`config.mk`:
```
export PLATFORM = sky130hd
export DESIGN_NAME = larb_sched
export DESIGN_NICKNAME = d
export VERILOG_FILES = /design/src/rtl/larb_sched_pkg.sv /design/src/rtl/larb_skid_buf.sv /design/src/rtl/larb_sched.sv
export SDC_FILE = /design/constraint.sdc
export NUM_CORES = 1
export LEC_CHECK = 0
export BUFFER_PORTS_ARGS = -buffer_cell sky130_fd_sc_hd__buf_2
export CELL_PAD_IN_SITES_DETAIL_PLACEMENT = 0
export CELL_PAD_IN_SITES_GLOBAL_PLACEMENT = 2
export CORE_MARGIN = 2
export CORE_UTILIZATION = 31
export DETAILED_ROUTE_END_ITERATION = 6
export GPL_TIMING_DRIVEN = 0
export PLACE_DENSITY = 0.86
export REMOVE_ABC_BUFFERS = 1
export SETUP_SLACK_MARGIN = 0.1
export SLEW_MARGIN = 20
export SYNTH_ARGS = -nofsm -noshare
export SYNTH_HDL_FRONTEND = slang
export SYNTH_SLANG_ARGS = --single-unit
export TNS_END_PERCENT = 1
```
`constraint.sdc`:
```
create_clock -name clk -period 3.5 [get_ports clk]
set_clock_uncertainty 0.2 [all_clocks]
set_input_delay 0.525 -clock clk [delete_from_list [all_inputs] [get_ports clk]]
set_output_delay 0.525 -clock clk [all_outputs]
set_load 0.03 [all_outputs]
```
`src/rtl/larb_sched_pkg.sv`:
```
// Shared leaf types and arbiter state encoding for the leaf arbiter/scheduler.
package larb_sched_pkg;

  typedef struct packed {
    logic [15:0] ray_id;
    logic [7:0]  ray_flags;
  } ray_info_t;

  typedef struct packed {
    logic [7:0]  lnum_left;
    logic [23:0] lindex;
  } ln_tri_t;

  typedef struct packed {
    ray_info_t ray_info;
    ln_tri_t   ln_tri;
  } leaf_info_t;

  typedef enum logic {
    LOOP_PRI  = 1'b0,
    TRAV_TURN = 1'b1
  } larb_state_e;

  localparam int LEAF_W = $bits(leaf_info_t);

  function automatic logic [31:0] sat_inc(input logic [31:0] v, input logic en);
    return (en && (v != 32'hFFFF_FFFF)) ? v + 32'd1 : v;
  endfunction

endpackage

```
`src/rtl/larb_skid_buf.sv`:
```
// Two-entry skid FIFO between the leaf arbiter and the list cache request port.
module larb_skid_buf #(
  parameter int WIDTH = 8
) (
  input  logic             clk,
  input  logic             rst,
  input  logic             push,
  input  logic [WIDTH-1:0] push_data,
  input  logic             pop,
  output logic [1:0]       count,
  output logic [WIDTH-1:0] head
);

  logic [WIDTH-1:0] mem_q [2];
  logic             wr_ptr_q, wr_ptr_d;
  logic             rd_ptr_q, rd_ptr_d;
  logic [1:0]       count_q, count_d;

  always_comb begin
    wr_ptr_d = wr_ptr_q ^ push;
    rd_ptr_d = rd_ptr_q ^ pop;
    count_d  = count_q + {1'b0, push} - {1'b0, pop};
  end

  always_ff @(posedge clk) begin
    if (rst) begin
      wr_ptr_q <= 1'b0;
      rd_ptr_q <= 1'b0;
      count_q  <= 2'd0;
    end else begin
      wr_ptr_q <= wr_ptr_d;
      rd_ptr_q <= rd_ptr_d;
      count_q  <= count_d;
    end
  end

  // Storage carries no reset; occupancy alone decides what is valid.
  always_ff @(posedge clk) begin
    if (push) mem_q[wr_ptr_q] <= push_data;
  end

  assign count = count_q;
  assign head  = mem_q[rd_ptr_q];

endmodule

```
`src/rtl/larb_sched.sv`:
```
// Leaf arbiter: loopback-priority merge of traversal and intersection leaves with a burst limit.
// Optional statistics counters are enabled by defining LARB_STATS_EN.
module larb_sched
  import larb_sched_pkg::*;
#(
  parameter int MAX_LOOP_BURST = 8
) (
  input  logic        clk,
  input  logic        rst,
  input  logic        trav_to_larb_valid,
  input  leaf_info_t  trav_to_larb_data,
  output logic        trav_to_larb_stall,
  input  logic        int_to_larb_valid,
  input  leaf_info_t  int_to_larb_data,
  output logic        int_to_larb_stall,
  output logic        larb_to_lcache_valid,
  output leaf_info_t  larb_to_lcache_data,
  input  logic        larb_to_lcache_stall,
  output logic [31:0] stat_loop_grants,
  output logic [31:0] stat_trav_grants,
  output logic [31:0] stat_ds_stall_cyc
);

  localparam logic [7:0] MAX_B = 8'(MAX_LOOP_BURST);

  larb_state_e state_q, state_d;
  logic [7:0]  burst_cnt_q, burst_cnt_d;
  logic [1:0]  count;
  leaf_info_t  head;
  logic        can_acc, grant_int, grant_trav, push, pop;
  leaf_info_t  push_data;

  // Acceptance depends only on registered occupancy, keeping the downstream stall off the input stalls.
  assign can_acc = (count < 2'd2);

  always_comb begin
    state_d     = state_q;
    burst_cnt_d = burst_cnt_q;
    grant_int   = 1'b0;
    grant_trav  = 1'b0;
    if (!rst) begin
      case (state_q)
        LOOP_PRI: begin
          if (can_acc && int_to_larb_valid) begin
            grant_int = 1'b1;
            if (trav_to_larb_valid) begin
              burst_cnt_d = burst_cnt_q + 8'd1;
              if (burst_cnt_q + 8'd1 == MAX_B) state_d = TRAV_TURN;
            end else begin
              burst_cnt_d = 8'd0;
            end
          end else if (can_acc && trav_to_larb_valid) begin
            grant_trav  = 1'b1;
            burst_cnt_d = 8'd0;
          end else if (!trav_to_larb_valid) begin
            burst_cnt_d = 8'd0;
          end
        end
        TRAV_TURN: begin
          if (!trav_to_larb_valid) begin
            state_d     = LOOP_PRI;
            burst_cnt_d = 8'd0;
            grant_int   = can_acc & int_to_larb_valid;
          end else if (can_acc) begin
            grant_trav  = 1'b1;
            burst_cnt_d = 8'd0;
            state_d     = LOOP_PRI;
          end
        end
        default: state_d = LOOP_PRI;
      endcase
    end
  end

  always_ff @(posedge clk) begin
    if (rst) begin
      state_q     <= LOOP_PRI;
      burst_cnt_q <= 8'd0;
    end else begin
      state_q     <= state_d;
      burst_cnt_q <= burst_cnt_d;
    end
  end

  assign push      = grant_int | grant_trav;
  assign push_data = grant_int ? int_to_larb_data : trav_to_larb_data;
  assign pop       = larb_to_lcache_valid & ~larb_to_lcache_stall;

  larb_skid_buf #(.WIDTH(LEAF_W)) u_buf (
    .clk       (clk),
    .rst       (rst),
    .push      (push),
    .push_data (push_data),
    .pop       (pop),
    .count     (count),
    .head      (head)
  );

  assign trav_to_larb_stall   = ~grant_trav;
  assign int_to_larb_stall    = ~grant_int;
  assign larb_to_lcache_valid = (count != 2'd0) & ~rst;
  assign larb_to_lcache_data  = head;

`ifdef LARB_STATS_EN
  logic [31:0] loop_cnt_q, loop_cnt_d;
  logic [31:0] trav_cnt_q, trav_cnt_d;
  logic [31:0] ds_cnt_q, ds_cnt_d;

  always_comb begin
    loop_cnt_d = sat_inc(loop_cnt_q, grant_int);
    trav_cnt_d = sat_inc(trav_cnt_q, grant_trav);
    ds_cnt_d   = sat_inc(ds_cnt_q, larb_to_lcache_valid & larb_to_lcache_stall);
  end

  always_ff @(posedge clk) begin
    if (rst) begin
      loop_cnt_q <= 32'd0;
      trav_cnt_q <= 32'd0;
      ds_cnt_q   <= 32'd0;
    end else begin
      loop_cnt_q <= loop_cnt_d;
      trav_cnt_q <= trav_cnt_d;
      ds_cnt_q   <= ds_cnt_d;
    end
  end

  assign stat_loop_grants  = loop_cnt_q;
  assign stat_trav_grants  = trav_cnt_q;
  assign stat_ds_stall_cyc = ds_cnt_q;
`else
  assign stat_loop_grants  = 32'd0;
  assign stat_trav_grants  = 32'd0;
  assign stat_ds_stall_cyc = 32'd0;
`endif

  // Empty leaves never reach this block; traversal filters them.
  always_ff @(posedge clk) begin
    if (!rst && trav_to_larb_valid)
      assert (trav_to_larb_data.ln_tri.lnum_left != 8'd0)
        else $error("larb_sched: traversal leaf with lnum_left == 0");
  end

endmodule

```
[Yosys cells after proc, flatten, opt, wreduce, memory -nomap -nowiden]
Memory sizes are Yosys's and may differ from the RTL's. A register that Yosys moved wholly into a read port is not among the register bits.
Index checks and enable logic that the tools add are counted.
Storage, ports and cells
  register bits after elaboration: 13
  RAM bits: 112
  bits of input ports: 117
  output and inout port bits: 155
  word-level logic and storage cells: 55
  memories kept: 1
Memory list
  u_buf.mem_q: words 2, bits a word 56, rd ports 1, clocked after Yosys merged registers in 1, wr ports 1, RTL line larb_skid_buf.sv:14  | logic [WIDTH-1:0] mem_q [2];
Cells by class
  add/subtract/negate cells: 3
  magnitude comparators: 1
  eq/ne operators: 3
  multiplexer cells: 27
  bitwise gates (word level): 11
  reduce and logical (&&, ||, !) cells: 4
Operators with widths (number)
  56-bit two-way mux: 1
  8-bit two-way mux: 6
  1-bit two-way mux: 16
  8-bit case mux with 2 select lines: 1
  8-bit by 1-bit adder with 8-bit output (second input constant): 1
  8-bit by 4-bit == test with 1-bit output (second input constant): 1
  1-bit case mux with 2 select lines: 3
  1-bit NOT: 5
  4-bit != test (second input constant): 1
  1-bit AND: 3
  3-bit by 2-bit != test with 1-bit output (second input constant): 1
  2-bit by 1-bit adder with 2-bit output: 1
  1-bit logical AND: 2
  2-bit < comparator (second input constant): 1
  2-bit AND reduction: 1
  2-bit nonzero test: 1
  2-bit by 1-bit subtractor with 2-bit output: 1
  1-bit XOR: 2
  1-bit OR: 1

[Logic depth before layout (Yosys ltp)]
Gate-level depths: netlist of run 1.
  depth after elaboration: 9
  gate-level depth with buffers: 8
  depth with buffers taken out: 8

[Modules after synthesis]
From an unflattened synthesis of run 1, not the netlist that was laid out.
Second synthesis, totals
  cells, all modules: 417
  area total of the unflattened synthesis: 6381.1 um^2
By module, submodules not included
  larb_skid_buf: times used 1, cells an instance 191, area an instance 4354.2 um^2, seq. area each 3443.3 um^2
  larb_sched: times used 1, cells an instance 226, area an instance 2026.9 um^2, seq. area each 180.2 um^2

[Worst setup path before layout of run 1]
No wires, ideal clock.
  path kind: input port to flip-flop
  from: in rst
  to: mem u_buf.mem_q[1][0] (netlist name) (enable)
  setup time: 0.420 ns
  arrival: 2.306 ns
  path slack: 0.575 ns
  stages: 4
  path buffers: 1
  cells stage by stage: buf_4 -> nor2_4 -> o21a_1 -> ha_1
On the way
  longest elaborated chain between the ends: 4
  elaborated cells between the ends (all ways): 5
  those cells by class: 4 x mux; 1 x bitwise
RTL lines
  start, declared: RTL line larb_sched.sv:9  | input logic rst,
  1-bit two-way mux: RTL line larb_sched.sv:41  | if (!rst) begin
  1-bit OR *: RTL line larb_sched.sv:85  | assign push = grant_int | grant_trav;
  1-bit two-way mux *: RTL line larb_skid_buf.sv:39  | if (push) mem_q[wr_ptr_q] <= push_data;
  1-bit two-way mux (implied by the code) *: RTL line larb_skid_buf.sv:39
  end, declared: RTL line larb_skid_buf.sv:14
Mark *: on every way between the ends. The rest lies on a longest branch, timed or not.

[Final worst setup path of run 1]
  from: reg u_buf.count_q[1], in the netlist u_buf.count[1]
  to: out int_to_larb_stall
On the way
  longest elaborated chain between the ends: 6
  elaborated cells between the ends (all ways): 8
  those cells by class: 1 x order compare; 4 x mux; 2 x bitwise; 1 x reduce/logical
RTL lines
  start, declared: RTL line larb_skid_buf.sv:17  | logic [1:0] count_q, count_d;
  start signal, assigned: RTL line larb_skid_buf.sv:33  | count_q <= count_d;
  2-bit < comparator *: RTL line larb_sched.sv:34  | assign can_acc = (count < 2'd2);
  1-bit AND or 1-bit logical AND (tied branches): RTL line larb_sched.sv:63, larb_sched.sv:44
  1-bit two-way mux, on equally long branches: RTL line larb_sched.sv:60, larb_sched.sv:44
  1-bit case mux with 2 select lines *: RTL line larb_sched.sv:42  | case (state_q)
  1-bit two-way mux *: RTL line larb_sched.sv:41
  1-bit NOT *: RTL line larb_sched.sv:100  | assign int_to_larb_stall = ~grant_int;
  end, declared: RTL line larb_sched.sv:15  | output logic int_to_larb_stall,
Marked as above.

==> results.tsv, run 1 <==
metric	value	unit
maxCapViolations	0	
hp-class	in -> reg	
cts_tree	yes	
grt_pass1_vias	3777	
final_common_cell	buf_2	
num_io_pins	272	
synthFlopType	edfxtp_1	
crit_chain	nor2_4 > nand3_4 > buf_12 > buf_2	
layout_common_cells	175 x buf_2, 112 x edfxtp_1, 96 x conb_1	
num_rows	51	
power-per-cell-area	704.6	nW/um^2
final_cell_count_no_fill	879	
cts_sinks	125	
drive_above_1_share	53.26	%
synth_seq_area_share	58.07	%
yosys_warnings	0	
synth_edf_count	112	
vdd_drop_max	0.3553	mV
cts_resized	0	
ctsLongestPathBuffers	2	
fmax	356.7	MHz
critical_path_class	reg -> out	
portBuffers	175	
cts_buffers	17	
ant_nets	0	
die_h	145.9	um
p_leak	3.205	nW
die_width	145.9	um
dp_hpwl	8827	um
synthCells	419	
dp.cells	848	
clk_pin_slew	0.06	ns
fillerInstances	1868	
cpLargestDelayFamily	flip-flops	
start_kind	flip-flop	
critPathBufInv	2	
fin_area	7710	um^2
end_kind	output port	
grt_usage	11.40	%
setup_slack	0.6968	ns
drt-initial-drc-count	105	
antenna_found_initial	0	
vias_per_cell	4.175	
grt_max_degree	34	
worstPathArrival	2.08	ns
routed_wl	12320	um
core-area	19590	um^2
wl_per_cell	14.02	um
critPathMaxStageDelay	0.62	ns
setup_viol	0	
drv_slew	0	
finalCritPeriodShare	80.09	%
place_congestion	0.7517	
period_needed	2.803	ns
layout.nets	724	
place_worst_setup_slack	0.9645	ns
die-area	21280	um^2
diodes	0	
yosys.cell_types.count	37	
grt.overflow.total	0	
grt_pass1_wl	19110	um
avgSynthCellArea	14.89	um^2
vias	3670	
cts_htree_levels	4	
initial_core_util	31.85	%
rsz0062_at_grt	false	
drcViolationCount	0	
placed_area	7114	um^2
cts_root_buf	clkbuf_16	
outcome	completed	
ys_ff_latch	125	
area_growth	23.56	%
async_flop_share	0	%
cp.required	2.77	ns
netlist_area	6240	um^2
dr.pass1.iters	4	
post_cts_buffers	0	
hold_viol_final	0	
cpMaxStageDelayCell	dfxtp_1	
fin_total_pwr	5.432	mW
clock_latency	0.41	ns
hold_buffers	0	
cp_max_fo	33	
fin_setup_tns	0	ns
## worst paths after layout
kind,start,end,slack (ns),cells past startpoint
min,rst,u_buf.wr_ptr_q,0.22,2
max,u_buf.count[1],int_to_larb_stall,0.70,4
min reg2reg,burst_cnt_q[4],burst_cnt_q[4],0.30,2
max reg2reg,u_buf.count[1],u_buf.mem_q[0][6],1.21,4
## power by group
group / total (mW) / leakage, nW / internal (mW) / switching, mW
Sequential: 2.00 / 1.14 / 1.89 / 0.104
Clock: 1.76 / 0.283 / 1.12 / 0.645
Combinational: 1.68 / 1.78 / 0.616 / 1.06
## cell type report
class / count / area (um^2) / area share, %
clock inverters: 14 / 170.2 / 2.207
clock buffers: 17 / 425.4 / 5.518
inverters: 3 / 11.26 / 0.1461
flip-flops and latches: 125 / 3627 / 47.05
repair buffers: 179 / 955.9 / 12.40
multi-input cells: 276 / 2188 / 28.38
well taps: 265 / 331.6 / 4.301
## state kept, by name, indices dropped and copies added (netlist names)
| signal | count |
|---|---|
| u_buf.mem_q | 112 |
| burst_cnt_q | 8 |
| u_buf.count | 2 |
| state_q | 1 |
| u_buf.rd_ptr_q | 1 |
| u_buf.wr_ptr_q | 1 |
## per-stage QoR
stage	util, %	hold slack [ns]
final	39.36	0.2216
after global routing	39.36	0.2116
after CTS	39.36	0.2008
after detailed placement	36.32	0.2914
after global placement	35.70	0.2800
after floorplan	-	0.2576
## worst reg2reg max path: stages, from the launching register on
cell	delay, ns
dfxtp_1	0.62
nor2_4	0.10
nand3_4	0.36
buf_12	0.29
mux2_2	0.44
## cells by family after synthesis
| kind of cell | synth area share [%] |
|---|---|
| flops | 58.07 |
| fa+ha+maj | 1.003 |
| xor+xnor | 0.2808 |
| simple gates | 3.710 |
| mux | 22.14 |
| other cells | 0.06010 |
| buf+inv | 13.17 |
| compound gates | 1.564 |
## metal layers
layer	global-route usage [%]	wire length, um
met1	12.92	5012
met2	19.91	6261
met3	3.605	887
met4	4.608	159
met5	0	0
## Yosys cell counts, types with 2 or more instances
cell type | count | area (um^2)
mux2_2 | 84 | 945.9
or4_1 | 2 | 15.01
ha_1 | 5 | 62.56
nand2_1 | 7 | 26.28
nor2_1 | 13 | 48.80
nand3_1 | 4 | 20.02
nand2b_1 | 2 | 12.51
buf_2 | 6 | 30.03
inv_1 | 3 | 11.26
mux2_4 | 29 | 435.4
clkbuf_1 | 3 | 11.26
a21oi_1 | 5 | 25.02
nor2b_1 | 4 | 25.02
buf_4 | 98 | 735.7
o21ai_1 | 2 | 10.01
buf_6 | 3 | 33.78
dfxtp_1 | 13 | 260.3
edfxtp_1 | 112 | 3363
nand3b_1 | 2 | 15.01
nor3_1 | 3 | 15.01
o21ai_0 | 3 | 15.01
No activity file was read; power rests on OpenSTA's default activity.
==> inputs of run 2 (changes only) <==
clock period = 2.65 ns   (was 3.5 ns; I/O delays follow)
==> run 2 against run 1 <==
Sequential share of layout area down 0.14 points. Hold slack got worse by 0.13 ns. Wire length up 2.9%. Critical path depth decreased by 1. Cell area rose by 0.34%. Global-route usage up 0.33 points. Clock-buffer cell count unchanged. Sequential power up 32%. Total power rose by 32%. Sequential cell count stayed put. Final cell count up 0.34%. Largest power group unchanged.
==> results.tsv, run 2 (synthesis gave the netlist of run 1 again) <==
metric	value	unit	change
setup_viol	0		unchanged
drcViolationCount	0		unchanged
drv_slew	0		unchanged
end_kind	output port		
die_h	145.9	um	unchanged
worstPathArrival	1.85	ns	-0.23 ns
maxCapViolations	0		unchanged
top_register	u_buf.mem_q		
cp.required	2.05	ns	-0.72 ns
hold_viol_final	0		unchanged
power-per-cell-area	929.8	nW/um^2	+32%
final_cell_count_no_fill	882		+0.34%
grt_usage	11.73	%	+0.33 points
dr.pass1.iters	4		unchanged
layout.nets	727		+0.41%
portBuffers	175		unchanged
grt.overflow.total	0		unchanged
fin_total_pwr	7.193	mW	+32%
reg2regPathDepth	4		unchanged
cts_tree	yes		
dp.cells	848		unchanged
dp_hpwl	8827	um	unchanged
outcome	completed		
cts_root_buf	clkbuf_16		
ctsLongestPathBuffers	2		unchanged
area_growth	23.98	%	
final_common_cell	buf_2		
fmax	408.3	MHz	
finalCritPeriodShare	92.42	%	
num_rows	51		unchanged
vias_per_cell	4.172		about the same
diodes	0		unchanged
met1_usage	13.20	%	+0.28 points
core-area	19590	um^2	unchanged
cts_htree_levels	4		unchanged
hold_depth	2		unchanged
ant_nets	0		unchanged
fin_setup_tns	0	ns	unchanged
fillerInstances	1869		+0.054%
die_width	145.9	um	unchanged
num_io_pins	272		unchanged
fin_util	39.49	%	+0.13 points
layout_common_cells	175 x buf_2, 112 x edfxtp_1, 96 x conb_1		
clk_pin_slew	0.06	ns	about the same
grt_pass1_vias	3794		+0.45%
die-area	21280	um^2	unchanged
cts_buffers	17		unchanged
clock_latency	0.41	ns	about the same
p_leak	3.218	nW	+0.40%
vdd_drop_max	0.4706	mV	+32%
drive_above_1_share	53.65	%	+0.39 points
routed_wl	12680	um	+2.9%
drt-initial-drc-count	94		-10%
grt_pass1_wl	19530	um	+2.2%
hp-class	in -> reg		
place_congestion	0.7517		unchanged
start_kind	flip-flop		
cp_max_fo	31		-6.1%
vias	3680		+0.27%
grt_max_degree	34		unchanged
cts_sinks	125		unchanged
initial_core_util	31.85	%	unchanged
wl_per_cell	14.38	um	+2.6%
period_needed	2.449	ns	
grt_use_met3	3.605	%	unchanged
antenna_found_initial	0		unchanged
use_met2	20.59	%	+0.68 points
largest_reg_flops	112		unchanged
gr-max-usage-layer	met2		
critical_path_class	reg -> out		
rsz0062_at_grt	true		
run 2: changes by cell type in the layout (fill, tap and decap cells not counted), sizes merged:
cell   before  now
nand3       4    5
buf       179  181
run 2: path summary, 6_finish.rpt:
| check | from | end | slack, ns |
|---|---|---|---|
| worst max-delay path | u_buf.rd_ptr_q | larb_to_lcache_data[8] | 0.20 |
| worst min-delay path | rst | u_buf.count[1] | 0.09 |
| worst max register to register | u_buf.count[1] | u_buf.mem_q[0][6] | 0.48 |
| worst min register to register | burst_cnt_q[4] | burst_cnt_q[4] | 0.30 |
run 2: routing by layer:
layer,vias to the layer above,wire (um),part of all wire (%)
li1,1710,-,-
met1,1787,5176,41
met2,172,6492,51
met3,11,871,6.9
met4,0,143,1.1
met5,-,0,0
run 2: critical path: stages (launching register included):
cell and delay (ns):
dfxtp_4 0.60, buf_12 0.26, mux2_2 0.36, buf_2 0.18
run 2: stage by stage:
| step | area, um^2 | hold slack (ns) | setup slack [ns] |
|---|---|---|---|
| floorplan | 5786 | 0.2576 | -1.173 |
| global placement | 6993 | 0.2800 | -1.854 |
| detailed placement | 7114 | 0.2914 | 0.3437 |
| CTS | 7721 | 0.07334 | 0.1311 |
| global route | 7736 | 0.08411 | 0.09513 |
| finish | 7736 | 0.09221 | 0.2010 |
run 2: final cells by class:
cell class	count	area [um^2]	share of cell area (%)
Clock buffer	17	425.4	5.499
Clock inverter	14	170.2	2.200
Multi-Input combinational cell	277	2198	28.42
Timing Repair Buffer	181	970.9	12.55
Inverter	3	11.26	0.1456
Tap cell	265	331.6	4.286
Sequential cell	125	3628	46.90
run 2: report_power, final:
group | switching [mW] | total, mW | internal, mW
Sequential | 0.138 | 2.64 | 2.50
Combinational | 1.41 | 2.23 | 0.820
Clock | 0.852 | 2.33 | 1.48
run 2: repair_timing:
action	4_1_cts	5_1_grt
endpoints found under the setup margin	1	3
pin swaps	1	1
endpoints found under the hold margin	0	0
gates resized for setup	1	0
buffers inserted	0	2
gates cloned	1	0
hold buffers	0	0
==> inputs of run 3 (changes only) <==
CORE_ASPECT_RATIO = 1.2   (was unset)
==> run 3 against run 2 <==
Clock-buffer cell count stayed put. Global-route usage grew 0.16 points. Total power down 0.36%. Sequential power about the same. Critical path type unchanged. Critical endpoint is now int_to_larb_stall. Largest cell class unchanged. Critical path depth increased by 1. First-iteration DRC count is 27% higher. Sequential share of layout area about the same. Clock power is 2% lower. Non-clock buffer count did not move.
==> results.tsv, run 3 (synthesis gave the netlist of run 1 again) <==
metric	value	unit	change
grt_pass1_vias	3792		-0.053%
cp.required	2.05	ns	about the same
layout_common_cells	175 x buf_2, 112 x edfxtp_1, 96 x conb_1		
layout.nets	727		unchanged
drv_slew	0		unchanged
diodes	0		unchanged
die-area	21280	um^2	about the same
cts_tree	yes		
worstPathArrival	1.79	ns	-0.06 ns
vias	3654		-0.71%
largest_reg_flops	112		unchanged
tightest_slew	0.5080	ns	
finalCritPeriodShare	89.97	%	-2.4 points
critical_path_class	reg -> out		
dr.pass1.iters	4		unchanged
die_width	133.5	um	-8.5%
start_kind	flip-flop		
period_needed	2.384	ns	-0.06489 ns
top_register	u_buf.mem_q		
grt_max_degree	36		+5.9%
swShare	34.02	%	+0.69 points
num_io_pins	272		unchanged
wl_per_cell	14.85	um	+3.3%
core-area	19620	um^2	+0.15%
hp-class	in -> reg		
end_kind	output port		
drive_above_1_share	53.65	%	unchanged
vdd_drop_max	0.4351	mV	-7.5%
routed_wl	13040	um	+2.8%
fin_area	7729	um^2	about the same
area_growth	23.86	%	about the same
vias_per_cell	4.162		-0.25%
intPower	4.729	mW	-1.4%
p_sw	2.439	mW	+1.7%
dp_hpwl	8967	um	+1.6%
setup_viol	0		unchanged
cp_max_fo	33		+6.5%
drt-initial-drc-count	119		+27%
num_rows	56		+9.8%
outcome	completed		
drcViolationCount	0		unchanged
cts_root_buf	clkbuf_16		
die_h	159.4	um	+9.3%
comb_power_share	31.8	%	+0.8 points
cts_sinks	125		unchanged
grt_pass1_wl	19500	um	-0.14%
ctsLongestPathBuffers	2		unchanged
hold_viol_final	0		unchanged
power-per-cell-area	927.3	nW/um^2	-0.26%
place_congestion	0.7103		-5.5%
fmax	419.4	MHz	+2.7%
fin_total_pwr	7.167	mW	-0.36%
antenna_found_initial	0		unchanged
cts_htree_levels	4		unchanged
fillerInstances	1911		+2.2%
slew_headroom	66.09	%	
seq_power_share	36.5	%	-0.2 points
final_common_cell	buf_2		
rsz0062_at_grt	false		
placed_area	7109	um^2	about the same
grt.overflow.total	0		unchanged
cts_buffers	17		unchanged
p_leak	3.214	nW	-0.14%
clk_pin_slew	0.06	ns	about the same
portBuffers	175		unchanged
maxCapViolations	0		unchanged
clock_latency	0.40	ns	about the same
clkPwrFrac	31.8	%	-0.6 points
grt_usage	11.88	%	+0.16 points
initial_core_util	31.80	%	-0.047 points
ant_nets	0		unchanged
## run 3: cell types whose count changed in the layout (fill, tap and decap cells not counted), sizes merged
cell | before | now
clkinv | 6 | 3
inv | 5 | 8
clkinvlp | 3 | 4
bufinv | 3 | 2
## run 3: per-layer routing
layer,track usage (%),share of wire [%]
met2,22.21,55
met5,0,0
met3,3.534,5.7
met4,4.545,1.3
met1,12.39,38
## run 3: metrics by stage
step / setup WS [ns] / std cells / setup TNS [ns] / utilization, % / hold WS [ns]
floorplan: -1.173 / 404 / -138.38 / - / 0.2576
global placement: -1.907 / 840 / -387.75 / 35.62 / 0.2772
detailed placement: 0.3280 / 844 / 0 / 36.24 / 0.2838
CTS: 0.1444 / 877 / 0 / 39.32 / 0.07241
global route: 0.1477 / 878 / 0 / 39.39 / 0.07853
finish: 0.2659 / 878 / 0 / 39.39 / 0.09705
## run 3: layout make-up
class	count	area, um^2	area share, %
clock inverter	14	161.4	2.088
timing repair buffer	181	978.4	12.66
sequential	125	3627	46.93
clock buffer	17	425.4	5.504
tap	261	326.6	4.225
multi-input combinational	277	2198	28.44
inverter	3	11.26	0.1457
## run 3: critical path, stage by stage (launching register included)
cell,delay (ns)
dfxtp_1,0.64
nor2_4,0.15
nand3_4,0.11
buf_12,0.22
buf_2,0.24
## run 3: timing repair
action | CTS | global route
setup buffers | 1 | 1
pin swaps | 1 | 0
gates resized for setup | 0 | 0
hold endpoints to repair | 0 | 0
setup endpoints to repair | 1 | 1
hold buffers | 0 | 0
gates cloned | 1 | 0
## run 3: power groups by stage
stage / clock, mW / sequential (mW) / combinational, mW
floorplan: 0 / 2.68 / 1.61
global placement: 0 / 2.75 / 2.16
detailed placement: 0 / 2.68 / 2.25
CTS: 2.35 / 2.64 / 2.28
global route: 2.42 / 2.64 / 2.44
finish: 2.28 / 2.61 / 2.28
## run 3: path summary, 6_finish.rpt
| path | cells after the start | start | slack, ns | endpoint |
|---|---|---|---|---|
| setup / recovery | 4 | u_buf.count[1] | 0.27 | int_to_larb_stall |
| hold reg to reg | 2 | burst_cnt_q[4] | 0.30 | burst_cnt_q[4] |
| setup reg to reg | 4 | u_buf.count[1] | 0.34 | u_buf.mem_q[1][25] |
| hold / removal | 2 | rst | 0.1 | u_buf.wr_ptr_q |
